[src/rtl/ppm_encoder.sv]
// ppm_encoder: 1-of-4 PPM transmitter that sends SOF, 2-bit data symbols and EOF on an active-low Dout.
// Optional feature macro PPM_ENC_XSUM_EN appends an XOR checksum byte before EOF.
module ppm_encoder #(
  parameter int SLOT_CLKS  = 16,
  parameter int PULSE_CLKS = 4
) (
  input  logic       clk16,
  input  logic       rst,
  input  logic [7:0] tx_data,
  input  logic       tx_valid,
  input  logic       tx_last,
  output logic       tx_ready,
  output logic       Dout,
  output logic       busy,
  output logic       frame_done,
  output logic       tx_err
);
  localparam int CW = (SLOT_CLKS > 1) ? $clog2(SLOT_CLKS) : 1;
  localparam logic [CW-1:0] SLOT_LAST  = CW'(SLOT_CLKS - 1);
  localparam logic [CW-1:0] PULSE_LAST = CW'(PULSE_CLKS - 1);

  typedef enum logic [2:0] {IDLE, SOF, DATA, XSUM, EOF} state_t;

  state_t        state_q, state_d;
  logic [CW-1:0] cyc_q, cyc_d;
  logic [2:0]    slot_q, slot_d;
  logic [1:0]    sym_q, sym_d;
  logic [7:0]    shift_q, shift_d;
  logic          cur_last_q, cur_last_d;
  logic [7:0]    hold_q, hold_d;
  logic          hold_valid_q, hold_valid_d;
  logic          hold_last_q, hold_last_d;
  logic          last_seen_q, last_seen_d;
  logic          dout_q, dout_d;
  logic          frame_done_q, frame_done_d;
  logic          tx_err_q, tx_err_d;
`ifdef PPM_ENC_XSUM_EN
  logic [7:0]    xor_q, xor_d;
`endif

  logic slot_end, byte_end, accept, pulse_slot;

  // Handshake: a byte transfers on the rising edge where tx_valid && tx_ready; tx_ready
  // depends only on registered state, and tx_data/tx_last must be stable while tx_valid is high.
  assign tx_ready   = (state_q == IDLE) || (!hold_valid_q && !last_seen_q);
  assign accept     = tx_valid && tx_ready;
  assign busy       = (state_q != IDLE);
  assign Dout       = dout_q;
  assign frame_done = frame_done_q;
  assign tx_err     = tx_err_q;
  assign slot_end   = (cyc_q == SLOT_LAST);

  always_comb begin
    state_d      = state_q;
    slot_d       = slot_q;
    sym_d        = sym_q;
    shift_d      = shift_q;
    cur_last_d   = cur_last_q;
    hold_d       = hold_q;
    hold_valid_d = hold_valid_q;
    hold_last_d  = hold_last_q;
    last_seen_d  = last_seen_q;
    frame_done_d = 1'b0;
    tx_err_d     = 1'b0;
    byte_end     = 1'b0;
    pulse_slot   = 1'b0;
`ifdef PPM_ENC_XSUM_EN
    xor_d        = xor_q;
`endif
    cyc_d = (state_q == IDLE || slot_end) ? '0 : cyc_q + CW'(1);

    case (state_q)
      IDLE: begin
        slot_d      = '0;
        sym_d       = '0;
        last_seen_d = 1'b0;
`ifdef PPM_ENC_XSUM_EN
        xor_d       = '0;
`endif
        // A byte parked in the hold register after an underrun opens the next frame.
        if (hold_valid_q) begin
          state_d      = SOF;
          shift_d      = hold_q;
          cur_last_d   = hold_last_q;
          last_seen_d  = hold_last_q;
          hold_valid_d = 1'b0;
`ifdef PPM_ENC_XSUM_EN
          xor_d        = hold_q;
`endif
          if (accept) begin
            hold_d       = tx_data;
            hold_last_d  = tx_last;
            hold_valid_d = 1'b1;
            last_seen_d  = hold_last_q | tx_last;
          end
        end else if (accept) begin
          state_d     = SOF;
          shift_d     = tx_data;
          cur_last_d  = tx_last;
          last_seen_d = tx_last;
`ifdef PPM_ENC_XSUM_EN
          xor_d       = tx_data;
`endif
        end
      end
      SOF: begin
        if (slot_end) begin
          if (slot_q == 3'd7) begin
            state_d = DATA;
            slot_d  = '0;
            sym_d   = '0;
          end else begin
            slot_d = slot_q + 3'd1;
          end
        end
      end
      DATA, XSUM: begin
        if (slot_end) begin
          if (slot_q == 3'd3) begin
            slot_d   = '0;
            sym_d    = sym_q + 2'd1;
            shift_d  = {2'b00, shift_q[7:2]};
            byte_end = (sym_q == 2'd3);
          end else begin
            slot_d = slot_q + 3'd1;
          end
        end
      end
      EOF: begin
        if (slot_end) begin
          if (slot_q == 3'd3) begin
            state_d      = IDLE;
            slot_d       = '0;
            frame_done_d = 1'b1;
          end else begin
            slot_d = slot_q + 3'd1;
          end
        end
      end
      default: state_d = IDLE;
    endcase

    if (byte_end) begin
      if (state_q != DATA) begin
        state_d = EOF;
      end else if (!cur_last_q && hold_valid_q) begin
        shift_d      = hold_q;
        cur_last_d   = hold_last_q;
        hold_valid_d = 1'b0;
`ifdef PPM_ENC_XSUM_EN
        xor_d        = xor_q ^ hold_q;
`endif
      end else begin
        tx_err_d = !cur_last_q;
`ifdef PPM_ENC_XSUM_EN
        state_d  = XSUM;
        shift_d  = xor_q;
`else
        state_d  = EOF;
`endif
      end
    end

    if (state_q != IDLE && accept) begin
      hold_d       = tx_data;
      hold_last_d  = tx_last;
      hold_valid_d = 1'b1;
      if (tx_last) last_seen_d = 1'b1;
    end

    // Dout is computed from the next-cycle view so the registered line lines up with the state.
    case (state_d)
      SOF:       pulse_slot = (slot_d == 3'd1) || (slot_d == 3'd7);
      DATA, XSUM: pulse_slot = (slot_d[1:0] == shift_d[1:0]);
      EOF:       pulse_slot = (slot_d == 3'd0) || (slot_d == 3'd2);
      default:   pulse_slot = 1'b0;
    endcase
    dout_d = !(pulse_slot && (cyc_d <= PULSE_LAST));
  end

  always_ff @(posedge clk16 or posedge rst) begin
    if (rst) begin
      state_q      <= IDLE;
      cyc_q        <= '0;
      slot_q       <= '0;
      sym_q        <= '0;
      shift_q      <= '0;
      cur_last_q   <= 1'b0;
      hold_q       <= '0;
      hold_valid_q <= 1'b0;
      hold_last_q  <= 1'b0;
      last_seen_q  <= 1'b0;
      dout_q       <= 1'b1;
      frame_done_q <= 1'b0;
      tx_err_q     <= 1'b0;
    end else begin
      state_q      <= state_d;
      cyc_q        <= cyc_d;
      slot_q       <= slot_d;
      sym_q        <= sym_d;
      shift_q      <= shift_d;
      cur_last_q   <= cur_last_d;
      hold_q       <= hold_d;
      hold_valid_q <= hold_valid_d;
      hold_last_q  <= hold_last_d;
      last_seen_q  <= last_seen_d;
      dout_q       <= dout_d;
      frame_done_q <= frame_done_d;
      tx_err_q     <= tx_err_d;
    end
  end

`ifdef PPM_ENC_XSUM_EN
  always_ff @(posedge clk16 or posedge rst) begin
    if (rst) xor_q <= '0;
    else     xor_q <= xor_d;
  end
`endif

endmodule
[config.mk]
export PLATFORM = sky130hd
export DESIGN_NAME = ppm_encoder
export DESIGN_NICKNAME = d
export VERILOG_FILES = /design/src/rtl/ppm_encoder.sv
export SDC_FILE = /design/constraint.sdc
export NUM_CORES = 1
export LEC_CHECK = 0
export ABC_CLOCK_PERIOD_IN_PS = 2000
export CAP_MARGIN = 20
export CELL_PAD_IN_SITES_DETAIL_PLACEMENT = 1
export CELL_PAD_IN_SITES_GLOBAL_PLACEMENT = 1
export CORE_ASPECT_RATIO = 1.25
export CORE_MARGIN = 5
export CORE_UTILIZATION = 30
export DETAILED_ROUTE_END_ITERATION = 12
export PLACE_DENSITY = 0.71
export SLEW_MARGIN = 20
export SYNTH_ARGS = -nofsm -noshare
export SYNTH_HDL_FRONTEND = slang
export SYNTH_SLANG_ARGS = --single-unit
[constraint.sdc]
create_clock -name clk16 -period 2 [get_ports clk16]
set_clock_uncertainty 0.05 [all_clocks]
set_input_delay 0.2 -clock clk16 [delete_from_list [all_inputs] [get_ports clk16]]
set_output_delay 0.2 -clock clk16 [all_outputs]
set_load 0.02 [all_outputs]
### Yosys cells after proc, flatten, opt, wreduce, memory -nomap -nowiden

Cells that the tools add are included.
W data, S select, Z words.

* bits in registers: 35
* input port bits: 12
* output and inout port bits: 5

* equality and inequality tests: 21
* add/sub/neg operators: 3
* multiplexer cells: 66
* reductions and logical operators: 25
* bitwise operators: 1
* order comparisons: 1

Operator list (count)
* $mux W8: 11
* $mux W3: 13
* $mux W1: 32
* $eq A3 B2 Y1 const B: 6
* $pmux W8 S2: 1
* $eq A3 B3 Y1 const B: 4
* $pmux W3 S4: 1
* $eq A3 B1 Y1 const B: 3
* $pmux W3 S3: 1
* $mux W2: 4
* $ne A2 B2 Y1 const B: 4
* $logic_not A3 Y1: 2
* $pmux W2 S3: 1
* $reduce_bool A2 Y1: 3
* $reduce_bool A3 Y1: 2
* $logic_and A1 B1 Y1: 5
* $reduce_and A5 Y1: 1
* $add A4 B1 Y4 const B: 1
* $eq A4 B4 Y1 const B: 1
* $le A4 B2 Y1 const B: 1
* $logic_not A1 Y1: 4
* $logic_or A1 B1 Y1: 4
* $mux W4: 1
* $reduce_or A2 Y1: 2
* 9 further kinds: 9

### Depth between registers and ports, before layout

Gate-level depths: netlist of the first run.

* word-level depth: 15
* mapped depth: 10

### Worst setup path before layout of the first run

OpenSTA, ideal clock, no wires.

* kind: register -> register
* start: register slot_q[0]
* end: register dout_q, in the netlist Dout
* arrival: 2.109 ns
* stages on the path, launching flop included: 10
* setup slack: -0.240 ns
* path buffers: 1
* data required time: 1.869 ns
* path through: dfrtp_1 > ha_1 > ha_1 > and4_1 > clkbuf_4 > a32oi_1 > a21boi_1 > or3_1 > a221oi_2 > o21ai_1

* word-level cells in the longest chain between the ends: 12
* elaborated cells between the ends (all ways): 40

RTL lines
* start, declared: RTL line 26 `logic [2:0] slot_q, slot_d;`
* start signal, assigned: RTL line 199 `slot_q <= slot_d;`
* $eq A3 B2 Y1 or $eq A3 B3 Y1 (tied branches): RTL line 119, 131, 108
* $mux W3, on equally long branches: RTL line 131, 108
* $mux W3, on equally long branches: RTL line 130, 107
* $pmux W3 S4: RTL line 72 `case (state_q)`
* $mux W3: RTL line 146 `end else if (!cur_last_q && hold_valid_q) begin`
* $mux W3: RTL line 144 `if (state_q != DATA) begin`
* $mux W3: RTL line 143 `if (byte_end) begin`
* $eq A3 B2 Y1: RTL line 172 `case (state_d)`
* $reduce_or A2 Y1: RTL line 172
* $pmux W1 S3 *: RTL line 172
* $logic_and A1 B1 Y1 *: RTL line 178 `dout_d = !(pulse_slot && (cyc_d <= PULSE_LAST));`
* $logic_not A1 Y1 *: RTL line 178
* net dout_d: RTL line 34 `logic dout_q, dout_d;`
* end signal, assigned: RTL line 207 `dout_q <= dout_d;`
* end, declared: RTL line 34

Mark *: on every way through the listed nets, which the timed path passes. The rest lies on a longest branch.
A chain may end at the register's enable or synchronous reset.

### Worst setup path after layout of the first run

* start: register slot_q[1]
* end: register dout_q, in the netlist Dout

* elaborated cells between the ends (all ways): 40

RTL lines
* $eq A3 B2 Y1 or $eq A3 B3 Y1 (tied branches): RTL line 119, 131, 108
* $mux W3, on equally long branches: RTL line 119, 131, 108
* $mux W3, on equally long branches: RTL line 118, 107
* $pmux W3 S3 *: RTL line 72
* net slot_d[0]: RTL line 26
* $eq A3 B2 Y1, or another cell as far along: RTL line 175 `EOF: pulse_slot = (slot_d == 3'd0) || (slot_d == 3'd2);`
* $logic_or A1 B1 Y1, on equally long branches: RTL line 175, 173
* $pmux W1 S3 *: RTL line 172
* $logic_and A1 B1 Y1 *: RTL line 178
* $logic_not A1 Y1 *: RTL line 178
* net dout_d: RTL line 34

Marks and branches as above.

==> flow_summary.yaml, run 1 <==
synth:
  synth_common_cells: "34 x dfrtp_1, 19 x nor2_1, 15 x nand2_1"
  netlist_instances: 205
  netlist_area_um2: 2030
  synth-seq-cells: 35
  yosys.area.top_type_share_pct: 41.8
  ys_warn_count: 0
  yosys.area.top_type: "dfrtp_1"
  synth.avg_cell_area_um2: 9.92
  synth_edf_count: 0
  seq_area_frac_synth_pct: 43.1
  async_reset_ff_share_pct: 100
  synth_nets: 223
  synth_area_leaders: "dfrtp_1 42%, mux2_2 6.1%, ha_1 3.7%"
  synthMostInstantiatedCell: "dfrtp_1"
  ys_types: 62
  ys.flop_type: "dfrtp_1"
clock_network:
  cts-buffers-inserted: 5
  cts.sinks: 35
  cts-root-buf: "clkbuf_8"
  max-clock-path-buffers: 2
  path_clk_slew_ps: 70
  cts_tree: "built"
  htree_num_levels: 2
  clk_latency_ps: 290
setup_path:
  cp_num_buf_inv: 1
  timing.rr.end: "Dout$_DFF_PP1_"
  worstPathArrival_ps: 2400
  r2r_cells: 9
  reg2reg_slack_ps: -240
  crit_end: "Dout$_DFF_PP1_"
  path_cells: "ha_4, ha_4, o21ba_4, o2111ai_4, a211oi_4, buf_4, nand4b_1, a31oi_1, o21ai_1"
  r2r-start: "slot_q[1]$_DFF_PP0_"
  crit_type: "register to register"
  critPathMaxFanout: 5
  cpMostUsedCell: "ha_4"
  worstSetupStartpointType: "register"
  startpoint: "slot_q[1]$_DFF_PP0_"
  crit_slowest_cell: "dfrtp_1"
  cp.depth: 9
  slowest_delay_ps: 410
  critical-path-top-delay-family: "compound AO/OA/AOI/OAI gates"
  crit_path_end_kind: "register"
  required_ps: 2160
sta:
  rsz0062_at_grt: "true"
  worst_slack_ps: -237
  hold_viol_final: 0
  setup_viol: 1
  worst_slew_pin_slew_ps: 471
  maxSlewHeadroom_pct: 68.6
  fmax_ghz: 0.447
  layout_min_cycle_time_ps: 2240
  fin_crit_sh_pct: 112
  final_max_slew_viol_count: 0
floorplanning:
  fp.coreArea_um2: 6570
  die_x_um: 83.7
  dieArea_um2: 8540
  initial_core_util_pct: 31.0
  io_pins: 17
  die_h_um: 102
  num_rows: 33
place:
  place_area_um2: 2590
  dp_slack_ps: -344
  gp_routability_congestion: 0.811
  hpwl_um: 4350
  io_buffers: 16
global_routing:
  antenna_found_initial: 0
  first_global_vias: 1966
  grt_first_pass_wirelength_um: 9760
  grt_max_degree: 36
  grt-ovfl-total: 0
  grt_use_total_pct: 14.5
route:
  drt-total-wl_um: 6260
  drtIter0Drc: 72
  drc: 0
  ant_nets: 0
  vias: 1860
  wl_per_cell_um: 17.6
  viasPerCell: 5.24
  first_pass_iters: 4
final_layout:
  fin_area_um2: 2910
  area_growth_syn_to_layout_pct: 43.0
  final_nets: 285
  drive_gt1_share_pct: 39.6
  fill_cells: 742
  n_antenna_cell: 0
outcome:
  status: "complete, but fails checks"
  failed_checks: "negative setup slack"
hold_path:
  hp-class: "primary input to asynchronous set/reset pin"
flow_run:
  maxCapViolCount: 0
power:
  p_leak_nw: 1.26
  irDropWorstVdd_v: 0.000480
  p_per_area_nw_per_um2: 1090
logic make-up after synthesis:
group,Yosys count,synth area share (%)
simple gates,75,20.5
compound gates,52,18.6
flops,35,43.1
buf+inv,18,4.18
mux,17,9.04
fa+ha+maj,6,3.69
xor+xnor,2,0.861
where the power goes:
| group | switching [mW] | internal [mW] | total, mW |
|---|---|---|---|
| sequential | 0.231 | 0.979 | 1.21 |
| clock | 0.263 | 0.315 | 0.577 |
| combinational | 0.659 | 0.730 | 1.39 |
| total | 1.15 | 2.02 | 3.18 |
final cells by class:
class / instances / area, µm² / area share [%]
inverters: 8 / 32.5 / 1.12
flip-flops and latches: 35 / 881 / 30.3
repair buffers: 65 / 559 / 19.2
multi-input cells: 152 / 1230 / 42.2
clock buffers: 8 / 100 / 3.44
well taps: 87 / 109 / 3.74
timing repair:
item | CTS | global route
resized for setup | 14 | 31
buffers inserted | 3 | 4
pin swaps | 3 | 10
gates cloned | 0 | 1
hold buffers | 0 | 0
setup endpoints to repair | 4 | 13
state kept, by name, indices dropped and copies added, names as in the netlist, 2 cells and up:
name	flops
sym_q	2
hold_q	8
state_q	3
slot_q	3
shift_q	8
cyc_q	4
cells in the final DEF (no fill, tap or decap), types with 3 or more instances in the layout:
| master | instances |
|---|---|
| a22o_1 | 3 |
| dfrtp_2 | 3 |
| o21ai_1 | 5 |
| mux2i_1 | 6 |
| a21oi_1 | 11 |
| mux2_2 | 7 |
| nand2_1 | 13 |
| ha_1 | 4 |
| nor2_1 | 19 |
| buf_6 | 3 |
| clkbuf_8 | 7 |
| mux2_4 | 4 |
| buf_4 | 44 |
| dfrtp_1 | 31 |
| or2_2 | 3 |
| nand3_1 | 10 |
| clkdlybuf4s50_1 | 14 |
| o21ai_0 | 5 |
| inv_1 | 7 |
worst reg2reg max path, stage by stage (launching register included):
cell and delay (ps):
dfrtp_1 410, ha_4 190, ha_4 170, o21ba_4 240
o2111ai_4 120, a211oi_4 360, buf_4 190, nand4b_1 120
a31oi_1 220, o21ai_1 100
worst min-delay path by stage:
stage                                    start                    end  slack (ps)  cells after the start
final                                      rst  hold_q[2]$_DFFE_PP0P_         280                      3
after global routing                       rst  hold_q[2]$_DFFE_PP0P_         310                      3
after CTS                                  rst  hold_q[3]$_DFFE_PP0P_         300                      3
after detailed placement  sym_q[1]$_DFFE_PP0P_   sym_q[1]$_DFFE_PP0P_         450                      1
after global placement    sym_q[1]$_DFFE_PP0P_   sym_q[1]$_DFFE_PP0P_         440                      1
after floorplan                     tx_data[7]   shift_q[7]$_DFF_PP0_         280                      2
routing by layer:
layer / vias up / GRT usage, % / wire, µm
met5: - / 0 / 0
met4: 0 / 6.68 / 159
met3: 13 / 2.82 / 163
met2: 33 / 26.9 / 3490
met1: 941 / 16.1 / 2450
li1: 873 / - / -
metrics by stage:
stage	utilization [%]	total power, mW	hold slack (ps)	setup TNS (ps)	std cells
after floorplan	-	1.92	279	-122	205
after detailed placement	39.5	2.42	445	-351	339
after global routing	44.3	3.41	307	-563	355
after global placement	39.5	2.37	440	-200	339
final	44.3	3.18	284	-237	355
after CTS	42.0	3.08	298	-203	350
Note: power is estimated with default switching activity, not from simulation.
==> run 2: changes to the inputs <==
--- a/config.mk
+++ b/config.mk
@@ -6,7 +6,6 @@
 export NUM_CORES = 1
 export LEC_CHECK = 0
 export ABC_CLOCK_PERIOD_IN_PS = 2000
-export CAP_MARGIN = 20
 export CELL_PAD_IN_SITES_DETAIL_PLACEMENT = 1
 export CELL_PAD_IN_SITES_GLOBAL_PLACEMENT = 1
 export CORE_ASPECT_RATIO = 1.25
==> results of run 2 <==
Final layout, timing and power as in run 1 (identical DEF).
==> run 3: changes to the inputs <==
--- a/config.mk
+++ b/config.mk
@@ -5,14 +5,14 @@
 export SDC_FILE = /design/constraint.sdc
 export NUM_CORES = 1
 export LEC_CHECK = 0
-export ABC_CLOCK_PERIOD_IN_PS = 2000
+export ABC_CLOCK_PERIOD_IN_PS = 2400
 export CELL_PAD_IN_SITES_DETAIL_PLACEMENT = 1
 export CELL_PAD_IN_SITES_GLOBAL_PLACEMENT = 1
 export CORE_ASPECT_RATIO = 1.25
 export CORE_MARGIN = 5
 export CORE_UTILIZATION = 30
 export DETAILED_ROUTE_END_ITERATION = 12
-export PLACE_DENSITY = 0.71
+export PLACE_DENSITY = 0.68
 export SLEW_MARGIN = 20
 export SYNTH_ARGS = -nofsm -noshare
 export SYNTH_HDL_FRONTEND = slang
==> constraint.sdc (replaced) <==
create_clock -name clk16 -period 2.4 [get_ports clk16]
set_clock_uncertainty 0.05 [all_clocks]
set_input_delay 0.24 -clock clk16 [delete_from_list [all_inputs] [get_ports clk16]]
set_output_delay 0.24 -clock clk16 [all_outputs]
set_load 0.02 [all_outputs]
==> flow_summary.yaml, run 3 (synthesis gave the netlist of run 1 again) <==
place:
  gp_routability_congestion: 0.812
  io_buffers: 16
  hpwl_um: 4020
floorplanning:
  die_x_um: 83.7
  dieArea_um2: 8540
  num_rows: 33
  io_pins: 17
  fp.coreArea_um2: 6570
  die_h_um: 102
  initial_core_util_pct: 31.0
final_layout:
  seq_area_um2: 877
  layout_common_cells: "34 x dfrtp_1, 19 x nor2_1, 17 x buf_4, 16 x clkdlybuf4s50_1, 15 x nand2_1"
  top_regs: "hold_q: 8 flops, shift_q: 8 flops, cyc_q: 4 flops"
  fill_cells: 743
  fin_util_pct: 38.3
  area_growth_syn_to_layout_pct: 23.5
  multi_input_area_um2: 1110
  n_antenna_cell: 0
  final_nets: 253
  drive_gt1_share_pct: 25.4
  final_common_cell: "dfrtp_1"
clock_network:
  clk_latency_ps: 290
  max-clock-path-buffers: 2
  cts-buffers-inserted: 5
  cts_hold_buf: 0
  cts-root-buf: "clkbuf_8"
  htree_num_levels: 2
  cts.sinks: 35
  path_clk_slew_ps: 70
  cts_tree: "built"
route:
  wl_per_cell_um: 16.8
  viasPerCell: 5.32
  drt-total-wl_um: 5410
  vias: 1717
  first_pass_iters: 4
  drc: 0
  drtIter0Drc: 39
  ant_nets: 0
global_routing:
  first_global_vias: 1821
  grt_max_degree: 36
  grt_first_pass_wirelength_um: 8970
  grt_use_total_pct: 13.2
  busiest_layer: "met2"
  antenna_found_initial: 0
  gr-usage-met3_pct: 2.42
  met1_usage_pct: 14.3
  grt-ovfl-total: 0
  gr-usage-met2_pct: 25.5
flow_run:
  maxCapViolCount: 0
sta:
  final_max_slew_viol_count: 0
  fmax_ghz: 0.435
  worst_slew_pin_slew_ps: 581
  hold_viol_final: 0
  setup_viol: 0
  maxSlewHeadroom_pct: 60.9
  fin_crit_sh_pct: 95.7
  layout_min_cycle_time_ps: 2300
power:
  p_per_area_nw_per_um2: 930
  irDropWorstVdd_v: 0.000332
  finalPower_mw: 2.34
  p_leak_nw: 1.06
setup_path:
  worstSetupStartpointType: "register"
  required_ps: 2570
  crit_path_end_kind: "register"
  crit_type: "register to register"
  worstPathArrival_ps: 2460
  critPathMaxFanout: 6
hold_path:
  hp-class: "primary input to asynchronous set/reset pin"
outcome:
  status: "completed"
## run 3: changes by cell type in the layout (fill, tap and decap cells not counted), moves of 3 or more
cell and change:
mux2_2 +4, buf_6 -3, mux2_4 -4, o21ai_0 +3, dfrtp_2 -3, o21ai_1 -3, dfrtp_1 +3, buf_4 -27
## run 3: where the power goes
| part | switching [mW] | total [mW] | internal [mW] |
|---|---|---|---|
| Sequential | 0.221 | 1.04 | 0.814 |
| Combinational | 0.414 | 0.828 | 0.414 |
| Clock | 0.211 | 0.473 | 0.262 |
| Total | 0.846 | 2.34 | 1.49 |
## run 3: final timing paths
check | start | endpoint | slack [ps] | cells past startpoint
worst max-delay path | slot_q[0]$_DFF_PP0_ | Dout$_DFF_PP1_ | 100 | 8
worst min-delay path | rst | hold_q[2]$_DFFE_PP0P_ | 310 | 3
worst max register to register | slot_q[0]$_DFF_PP0_ | Dout$_DFF_PP1_ | 100 | 8
worst min register to register | cyc_q[0]$_DFF_PP0_ | cyc_q[0]$_DFF_PP0_ | 420 | 1
max in group asynchronous | rst | Dout$_DFF_PP1_ | 1640 | 3
min in group clk16 | cyc_q[0]$_DFF_PP0_ | cyc_q[0]$_DFF_PP0_ | 420 | 1
## run 3: final cells by class
class	instances	area share [%]
Clock buffer	8	3.98
Sequential cell	35	34.9
Tap cell	87	4.33
Timing Repair Buffer	33	11.5
Multi-Input combinational cell	152	44.1
Inverter	8	1.20
## run 3: timing repair
| action | 4_1_cts | 5_1_grt |
|---|---|---|
| buffers inserted | 0 | 3 |
| resized for setup | 0 | 10 |
| endpoints found under the setup margin | 0 | 1 |
| endpoints found under the hold margin | 0 | 0 |
## run 3: per-layer routing
metal / share of wire (%) / up-vias
li1: - / 810
met1: 40 / 875
met2: 55 / 19
met3: 1.8 / 13
met4: 2.9 / 0
met5: 0 / -
## run 3: critical path: stages (launching register included)
cell,delay (ps)
dfrtp_1,400
ha_2,210
ha_2,200
o21ba_2,250
o2111ai_1,140
a211oi_2,400
o21ai_0,190
a221oi_2,310
o21ai_1,80
## run 3: metrics by stage
| step | worst slack (ps) | TNS, ps | hold slack [ps] | cell area, µm² | cells |
|---|---|---|---|---|---|
| finish | 103 | 0 | 310 | 2510 | 323 |
| global route | -9.74 | -9.74 | 360 | 2510 | 323 |
| CTS | 9.61 | 0 | 326 | 2450 | 320 |
| detailed placement | 24.3 | 0 | 418 | 2350 | 312 |
| global placement | 96.5 | 0 | 411 | 2350 | 312 |
| floorplan | 160 | 0 | 319 | 2030 | 205 |
